===== src/rtl/sg_stream_filter.sv =====
// Savitzky-Golay style streaming FIR filter with frame-edge handling.
// Edges repeat the first/last full-window result; frames shorter than the window pass through scaled.
module sg_stream_filter #(
  parameter int unsigned DATA_W = 8,
  parameter int unsigned WIN    = 7,
  parameter int unsigned COEF_W = 16,
  parameter int unsigned FRAC   = 14,
  localparam int unsigned AW    = $clog2(WIN),
  localparam int unsigned OUT_W = DATA_W + COEF_W + AW + 1
) (
  input  logic                     clk,
  input  logic                     rst_n,
  input  logic                     s_valid,
  output logic                     s_ready,
  input  logic [DATA_W-1:0]        s_data,
  input  logic                     s_last,
  output logic                     m_valid,
  input  logic                     m_ready,
  output logic [OUT_W-1:0]         m_data,
  output logic                     m_last,
  input  logic                     coef_we,
  input  logic [AW-1:0]            coef_addr,
  input  logic [COEF_W-1:0]        coef_wdata,
  output logic                     busy
);

  localparam int unsigned HALF = (WIN - 1) / 2;
  localparam int unsigned CW   = $clog2(WIN + 1);
  localparam int unsigned RW   = $clog2(HALF + 2);
  localparam int unsigned PW   = COEF_W + DATA_W + 1;

  localparam logic [2:0] ST_IDLE  = 3'd0;
  localparam logic [2:0] ST_FILL  = 3'd1;
  localparam logic [2:0] ST_LEAD  = 3'd2;
  localparam logic [2:0] ST_RUN   = 3'd3;
  localparam logic [2:0] ST_TAIL  = 3'd4;
  localparam logic [2:0] ST_SHORT = 3'd5;

  logic [2:0]               state, state_n;
  logic [CW-1:0]            cnt, cnt_n;
  logic [RW-1:0]            rep, rep_n;
  logic                     lastf, lastf_n;
  logic [DATA_W-1:0]        taps  [WIN];
  logic [DATA_W-1:0]        win_c [WIN];
  logic signed [COEF_W-1:0] coef  [WIN];
  logic signed [PW-1:0]     prod;
  logic signed [OUT_W-1:0]  acc;
  logic [DATA_W-1:0]        short_x;
  logic                     out_free;
  logic                     shift_en, out_load, out_last_n;
  logic [OUT_W-1:0]         out_data_n;
  logic                     coef_wr;

  function automatic logic signed [COEF_W-1:0] def_coef(input int k);
    if (WIN == 7) begin
      case (k)
        0, 6:    return COEF_W'(-1560);
        1, 5:    return COEF_W'(2341);
        2, 4:    return COEF_W'(4681);
        default: return COEF_W'(5461);
      endcase
    end
    return (k == int'(HALF)) ? (COEF_W'(1) << FRAC) : '0;
  endfunction

  assign out_free = !m_valid || m_ready;
  assign coef_wr  = (state == ST_IDLE) && coef_we && !s_valid && (32'(coef_addr) < WIN);

  // In RUN the MAC sees the window as it will be after the incoming sample shifts in
  always_comb begin
    for (int k = 0; k < int'(WIN) - 1; k++)
      win_c[k] = (state == ST_RUN) ? taps[k+1] : taps[k];
    win_c[WIN-1] = (state == ST_RUN) ? s_data : taps[WIN-1];
  end

  always_comb begin
    acc  = '0;
    prod = '0;
    for (int k = 0; k < int'(WIN); k++) begin
      prod = $signed({1'b0, win_c[k]}) * coef[k];
      acc  = acc + OUT_W'(prod);
    end
  end

  // Buffered samples of a short frame sit at the top of the shift register
  always_comb begin
    short_x = '0;
    for (int k = 0; k < int'(WIN); k++)
      if (CW'(int'(WIN) - k) == cnt) short_x = taps[k];
  end

  always_comb begin
    state_n    = state;
    cnt_n      = cnt;
    rep_n      = rep;
    lastf_n    = lastf;
    s_ready    = 1'b0;
    shift_en   = 1'b0;
    out_load   = 1'b0;
    out_last_n = 1'b0;
    out_data_n = acc;
    case (state)
      ST_IDLE: begin
        s_ready = 1'b1;
        if (s_valid) begin
          shift_en = 1'b1;
          cnt_n    = CW'(1);
          state_n  = s_last ? ST_SHORT : ST_FILL;
        end
      end
      ST_FILL: begin
        s_ready = 1'b1;
        if (s_valid) begin
          shift_en = 1'b1;
          cnt_n    = CW'(cnt + CW'(1));
          if (cnt == CW'(WIN - 1)) begin
            state_n = ST_LEAD;
            rep_n   = RW'(HALF + 1);
            lastf_n = s_last;
          end else if (s_last) begin
            state_n = ST_SHORT;
          end
        end
      end
      ST_LEAD: begin
        if (out_free) begin
          out_load = 1'b1;
          rep_n    = RW'(rep - RW'(1));
          if (rep == RW'(1)) begin
            if (lastf) begin
              state_n = ST_TAIL;
              rep_n   = RW'(HALF);
            end else begin
              state_n = ST_RUN;
            end
          end
        end
      end
      ST_RUN: begin
        s_ready = out_free;
        if (s_valid && out_free) begin
          shift_en = 1'b1;
          out_load = 1'b1;
          if (s_last) begin
            state_n = ST_TAIL;
            rep_n   = RW'(HALF);
          end
        end
      end
      ST_TAIL: begin
        if (out_free) begin
          out_load   = 1'b1;
          out_last_n = (rep == RW'(1));
          rep_n      = RW'(rep - RW'(1));
          if (rep == RW'(1)) begin
            state_n = ST_IDLE;
            cnt_n   = '0;
          end
        end
      end
      ST_SHORT: begin
        if (out_free) begin
          out_load   = 1'b1;
          out_data_n = OUT_W'(short_x) << FRAC;
          out_last_n = (cnt == CW'(1));
          cnt_n      = CW'(cnt - CW'(1));
          if (cnt == CW'(1)) state_n = ST_IDLE;
        end
      end
      default: state_n = ST_IDLE;
    endcase
  end

  always_ff @(posedge clk or negedge rst_n) begin
    if (!rst_n) state <= ST_IDLE;
    else        state <= state_n;
  end

  // Datapath, output register and coefficient store
  always_ff @(posedge clk or negedge rst_n) begin
    if (!rst_n) begin
      cnt     <= '0;
      rep     <= '0;
      lastf   <= 1'b0;
      m_valid <= 1'b0;
      m_data  <= '0;
      m_last  <= 1'b0;
      busy    <= 1'b0;
      for (int k = 0; k < int'(WIN); k++) begin
        taps[k] <= '0;
        coef[k] <= def_coef(k);
      end
    end else begin
      cnt   <= cnt_n;
      rep   <= rep_n;
      lastf <= lastf_n;
      busy  <= (state_n != ST_IDLE);
      if (shift_en) begin
        for (int k = 0; k < int'(WIN) - 1; k++) taps[k] <= taps[k+1];
        taps[WIN-1] <= s_data;
      end
      if (out_load) begin
        m_valid <= 1'b1;
        m_data  <= out_data_n;
        m_last  <= out_last_n;
      end else if (m_ready) begin
        m_valid <= 1'b0;
        m_last  <= 1'b0;
      end
      if (coef_wr) coef[coef_addr] <= coef_wdata;
    end
  end

endmodule


===== config.mk =====
export PLATFORM = sky130hd
export DESIGN_NAME = sg_stream_filter
export DESIGN_NICKNAME = d
export VERILOG_FILES = /design/src/rtl/sg_stream_filter.sv
export SDC_FILE = /design/constraint.sdc
export NUM_CORES = 2
export LEC_CHECK = 0
export CORE_MARGIN = 3
export CORE_UTILIZATION = 40
export DETAILED_ROUTE_END_ITERATION = 16
export GPL_ROUTABILITY_DRIVEN = 0
export PLACE_DENSITY_LB_ADDON = 0.25
export SLEW_MARGIN = 10
export SYNTH_ARGS = -nofsm -noshare
export SYNTH_HDL_FRONTEND = slang
export SYNTH_SLANG_ARGS = --single-unit
export TNS_END_PERCENT = 5

===== constraint.sdc =====
create_clock -name clk -period 9.7 [get_ports clk]
set_clock_uncertainty 0.2 [all_clocks]
set_input_delay 0.97 -clock clk [delete_from_list [all_inputs] [get_ports clk]]
set_output_delay 0.97 -clock clk [all_outputs]
set_load 0.01 [all_outputs]

== Word level (Yosys, flattened, before mapping) ==
Index checks and enable logic that the tools add are counted.
Widths: inputs -> output; s select.
Storage, ports and cells
  flip-flop bits (word level): 209
  word-level logic and storage cells: 145
  input port bits: 33
Operators by class
  reductions and logical operators: 18
  $mul: 7
  add/sub/neg operators: 9
  $lt $le $gt $ge: 3
  muxes and demuxes: 61
  equal/unequal tests: 24
  bitwise gates (word level): 1
Operators by type and width (number)
  $mul 9x16->25: 7
  $bwmux 112: 1
  $mux 8: 14
  $add 28x25->28: 3
  $mux 3: 27
  $mux 28: 2
  $demux 16 s3: 1
  $add 27x25->28: 1
  $add 26x25->27: 1
  $add 25x25->26: 1
  $pmux 3 s4: 2
  $pmux 3 s6: 1
  $mux 16: 1
  $ne 2x2->1 const B: 8
  $eq 3x3->1 const A: 4
  $eq 3x1->1 const B: 3
  $eq 3x3->1 const B: 3
  $mux 1: 8
  $pmux 1 s2: 4
  $reduce_bool 4->1: 2
  $reduce_and 7->1: 1
  $eq 2x3->1 const A: 2
  $eq 3x2->1 const B: 2
  $reduce_and 6->1: 1
  17 further kinds: 23

== Longest topological paths before layout ==
  word-level depth: 11
  depth in mapped cells: 34

== Worst setup path before layout ==
Ideal clock, no wire load.
  path kind: flip-flop to flip-flop
  start: reg state[2]
  end: reg m_data[17]
  arrival: 8.375 ns
  cell stages (with the launch flop): 30
  setup time: 0.104 ns
  path slack: 1.021 ns
  clock period less this slack: 8.679 ns
  path through: dfrtp_1 > buf_2 > nand3b_1 > buf_2 > buf_2 > mux2i_1 > clkbuf_1 > nor2b_1 > fa_1 > inv_1 > fa_1 > fa_1 > fa_1 > inv_1 > fa_1 > fa_1 > fa_1 > fa_1 > inv_1 > fa_1 > inv_1 > ha_1 > a21oi_1 > o21ai_1 > a21o_1 > a221o_1 > a2111oi_0 > nor3_1 > xnor2_1 > o311ai_1
On the way
  word-level cells in the longest chain between the ends: 11
  elaborated cells on any way between the ends: 28
  those cells by class: 6 x add/sub; 7 x mul; 4 x eq/ne; 10 x mux; 1 x reduce/logical
Ends and longest elaborated chain
  start: declaration: RTL line 39  | logic [2:0] state, state_n;
  start signal: assignment: RTL line 176  | else state <= state_n;
  $eq 3x2->1: RTL line 72, 73, 102
  $mux 8: RTL line 72  | win_c[k] = (state == ST_RUN) ? taps[k+1] : taps[k];
  $mul 9x16->25: RTL line 80  | prod = $signed({1'b0, win_c[k]}) * coef[k];
  $add 25x25->26: RTL line 81  | acc = acc + OUT_W'(prod);
  $add 26x25->27: RTL line 81
  $add 27x25->28: RTL line 81
  $add 28x25->28 (3 in a row): RTL line 81
  $mux 28: RTL line 162  | if (out_free) begin
  $mux 28: RTL line 102  | case (state)
  end signal: assignment: RTL line 204  | m_data <= out_data_n;
  end: declaration: RTL line 19  | output logic [OUT_W-1:0] m_data,
Several ways; a longest one is shown, not always the timed one.
A chain may end at the register's enable or synchronous reset.

== Worst setup path after layout ==
  start: reg state[1]
  end: reg m_data[23]
The elaborated chain is that of the path after synthesis.

==> impl_metrics.ini <==
[flow_run]
drv_cap = 0

[place]
dpl.hpwl_um = 97800
numPortBuffers = 64

[cells_and_area]
drive_gt1_frac = 0.0822
syn_to_final_growth_pct = 7.75
fillers = 10500
fin_nets = 5680

[floorplanning]
core_area_mm2 = 0.108
die_area_mm2 = 0.113
die_w_um = 337
initial_utilization = 0.406
rows = 120
num_io_pins = 65
die_y_um = 337

[sta]
setup_viol = 0
tightest_slew_ns = 1.22
report.final.slew_viol_count = 0
rsz0062_at_grt = no
fmaxAchievable_ghz = 0.107
tns_ns = 0
period_needed_ns = 9.36
fin_crit_sh = 0.965
hold_viol = 0
slew_headroom = 0.182

[critical_path]
start_kind = register
critical_path_class = reg -> reg
max_stage_delay_ns = 0.62
worstPathMaxFanout = 48
worst_path_max_delay_cell = fa_1
worstPathRequired_ns = 10.05
crit_path_end_kind = register
cp_data_arrival_time_ns = 9.71
crit_top_cell = fa_1
timing.rr.start = state[1]
reg2regPathDepth = 29
critPathLaunch = state[1]

[global_route]
grt_start_max_net_pins = 104
grt_usage = 0.212
grt_antenna_before_repair = 1
grt_pass1_vias = 30700
grt_pass1_wl_um = 184000
grt.overflow.total = 0

[clock_network]
cts_resized = 0
cts.sinks = 209
post_cts_buffers = 0
ctsHoldBuffers = 0
cts-htree-levels = 1
cts_max_path_buffers = 3
cts_tree = yes
clkTransAtPathRegs_ns = 0.07
cts_root_buf = clkbuf_16
clock_latency_ns = 0.63
cts_buffers = 31

[synthesis]
dominantRegCellSynth = dfrtp_1
synth.area.top_cells = fa_1 (46%), inv_1 (10%), dfrtp_1 (9.3%)
yosysWarningCount = 0
synth_fp_nets = 5649
synth.distinct_cells = 65
asyncSetResetFlopFracSynth = 1.00
synth_enable_flop_cells = 0
synth_area_mm2 = 0.0437
avgSynthCellArea_um2 = 10.1
syn_inst = 4338
synth_top_area_frac = 0.462
ys_seq_area_frac = 0.121
yosysTopAreaCell = fa_1
ys_ff_latch = 209

[drt]
antenna_left = 0
vias = 28300
drc = 0
wl_per_cell_um = 19.5
finalWirelength_um = 113000
first_pass_iters = 5
vias_per_cell = 4.88
drt_iter0_markers = 1662

[status]
outcome = finished clean

[min_path]
hp-class = in -> async
critical path: cells and delay by family (launching register included):
family | cells | cell delay [ns]
simple gates | 7 | 1.36
buf+inv | 8 | 0.80
mux | 1 | 0.60
fa+ha+maj | 10 | 5.12
compound gates | 3 | 0.71
flops | 1 | 0.37
cell families after synthesis:
kind of cell,count (synthesis),synth area share
buffers and inverters,1330,0.116
adder cells (fa/ha/maj),1278,0.539
AO/OA/AOI/OAI,177,0.0265
AND/OR/NAND/NOR,1080,0.133
XOR/XNOR,34,0.00681
flip-flops,209,0.121
multiplexers,230,0.0582
state kept, by name, summed over array words and instances (netlist names):
name	cells
taps	56
busy	1
m_valid	1
rep	3
cnt	3
m_data	28
state	3
m_last	1
lastf	1
coef	112
cells in the mapped netlist, types with 45 or more instances:
cell      instances
dfstp_2          47
clkbuf_1         68
and2_1          128
inv_1          1215
fa_1           1009
mux2_2          194
nand2b_1         48
dfrtp_1         162
ha_1            269
a21oi_1          45
nand2_1         339
nor2b_1         464
metrics by stage:
step	utilization	hold WS (ns)	area, µm²	worst slack, ns	cells
after floorplan	-	0.250	43700	1.02	4338
final	0.437	0.229	47100	0.341	5798
after CTS	0.437	0.245	47100	0.438	5797
after global placement	0.427	0.265	46000	0.292	5739
after global routing	0.437	0.293	47100	0.0519	5797
after detailed placement	0.427	0.273	46000	0.237	5739
layout by cell type (no fill, tap or decap), drive strengths merged, types with 3 or more instances in the layout:
cell type / synthesis / layout
dfstp: 47 / 47
a21o: 18 / 18
fa: 1009 / 1009
nand3: 22 / 22
a31oi: 8 / 8
a221o: 7 / 7
o21ai: 43 / 43
ha: 269 / 269
dfrtp: 162 / 162
clkinv: 0 / 9
o211ai: 7 / 7
o21a: 4 / 4
a311oi: 6 / 6
nor3b: 6 / 6
a21oi: 47 / 47
mux2i: 36 / 36
inv: 1215 / 1216
buf: 47 / 50
xnor2: 22 / 22
mux2: 194 / 194
o31ai: 4 / 4
clkdlybuf4s50: 0 / 63
nand2: 339 / 339
nor3: 9 / 9
clkbuf: 68 / 44
o21bai: 3 / 3
or3: 4 / 4
nand2b: 48 / 48
xor2: 12 / 12
a211oi: 8 / 8
nor2b: 465 / 465
nand3b: 4 / 4
and2: 128 / 128
nor2: 44 / 44
final cells by class:
type	instances	area (µm²)	share of cell area
multi-input combinational	2799	33400	0.709
sequential	209	5290	0.112
inverter	1215	4560	0.0968
tap	1403	1760	0.0373
timing repair buffer	113	1040	0.0220
clock buffer	44	915	0.0194
clock inverter	14	148	0.00313
antenna	1	2.50	0.0000531
worst paths after layout:
kind | to | slack (ns)
min reg2reg | m_data[11] | 0.29
min in group clk | m_data[11] | 0.29
max reg2reg | m_data[23] | 0.34
max | m_data[23] | 0.34
min | rep[1] | 0.23
max in group asynchronous | coef[89] | 7.61
metal layers:
layer  GRT usage  share of wire
met1       0.293           0.44
met2       0.360           0.49
met3      0.0223          0.043
met4      0.0488          0.029
met5           0              0
Power is not shown: default switching activity piles up to over one toggle a cycle in this logic, so the estimate is an artifact.
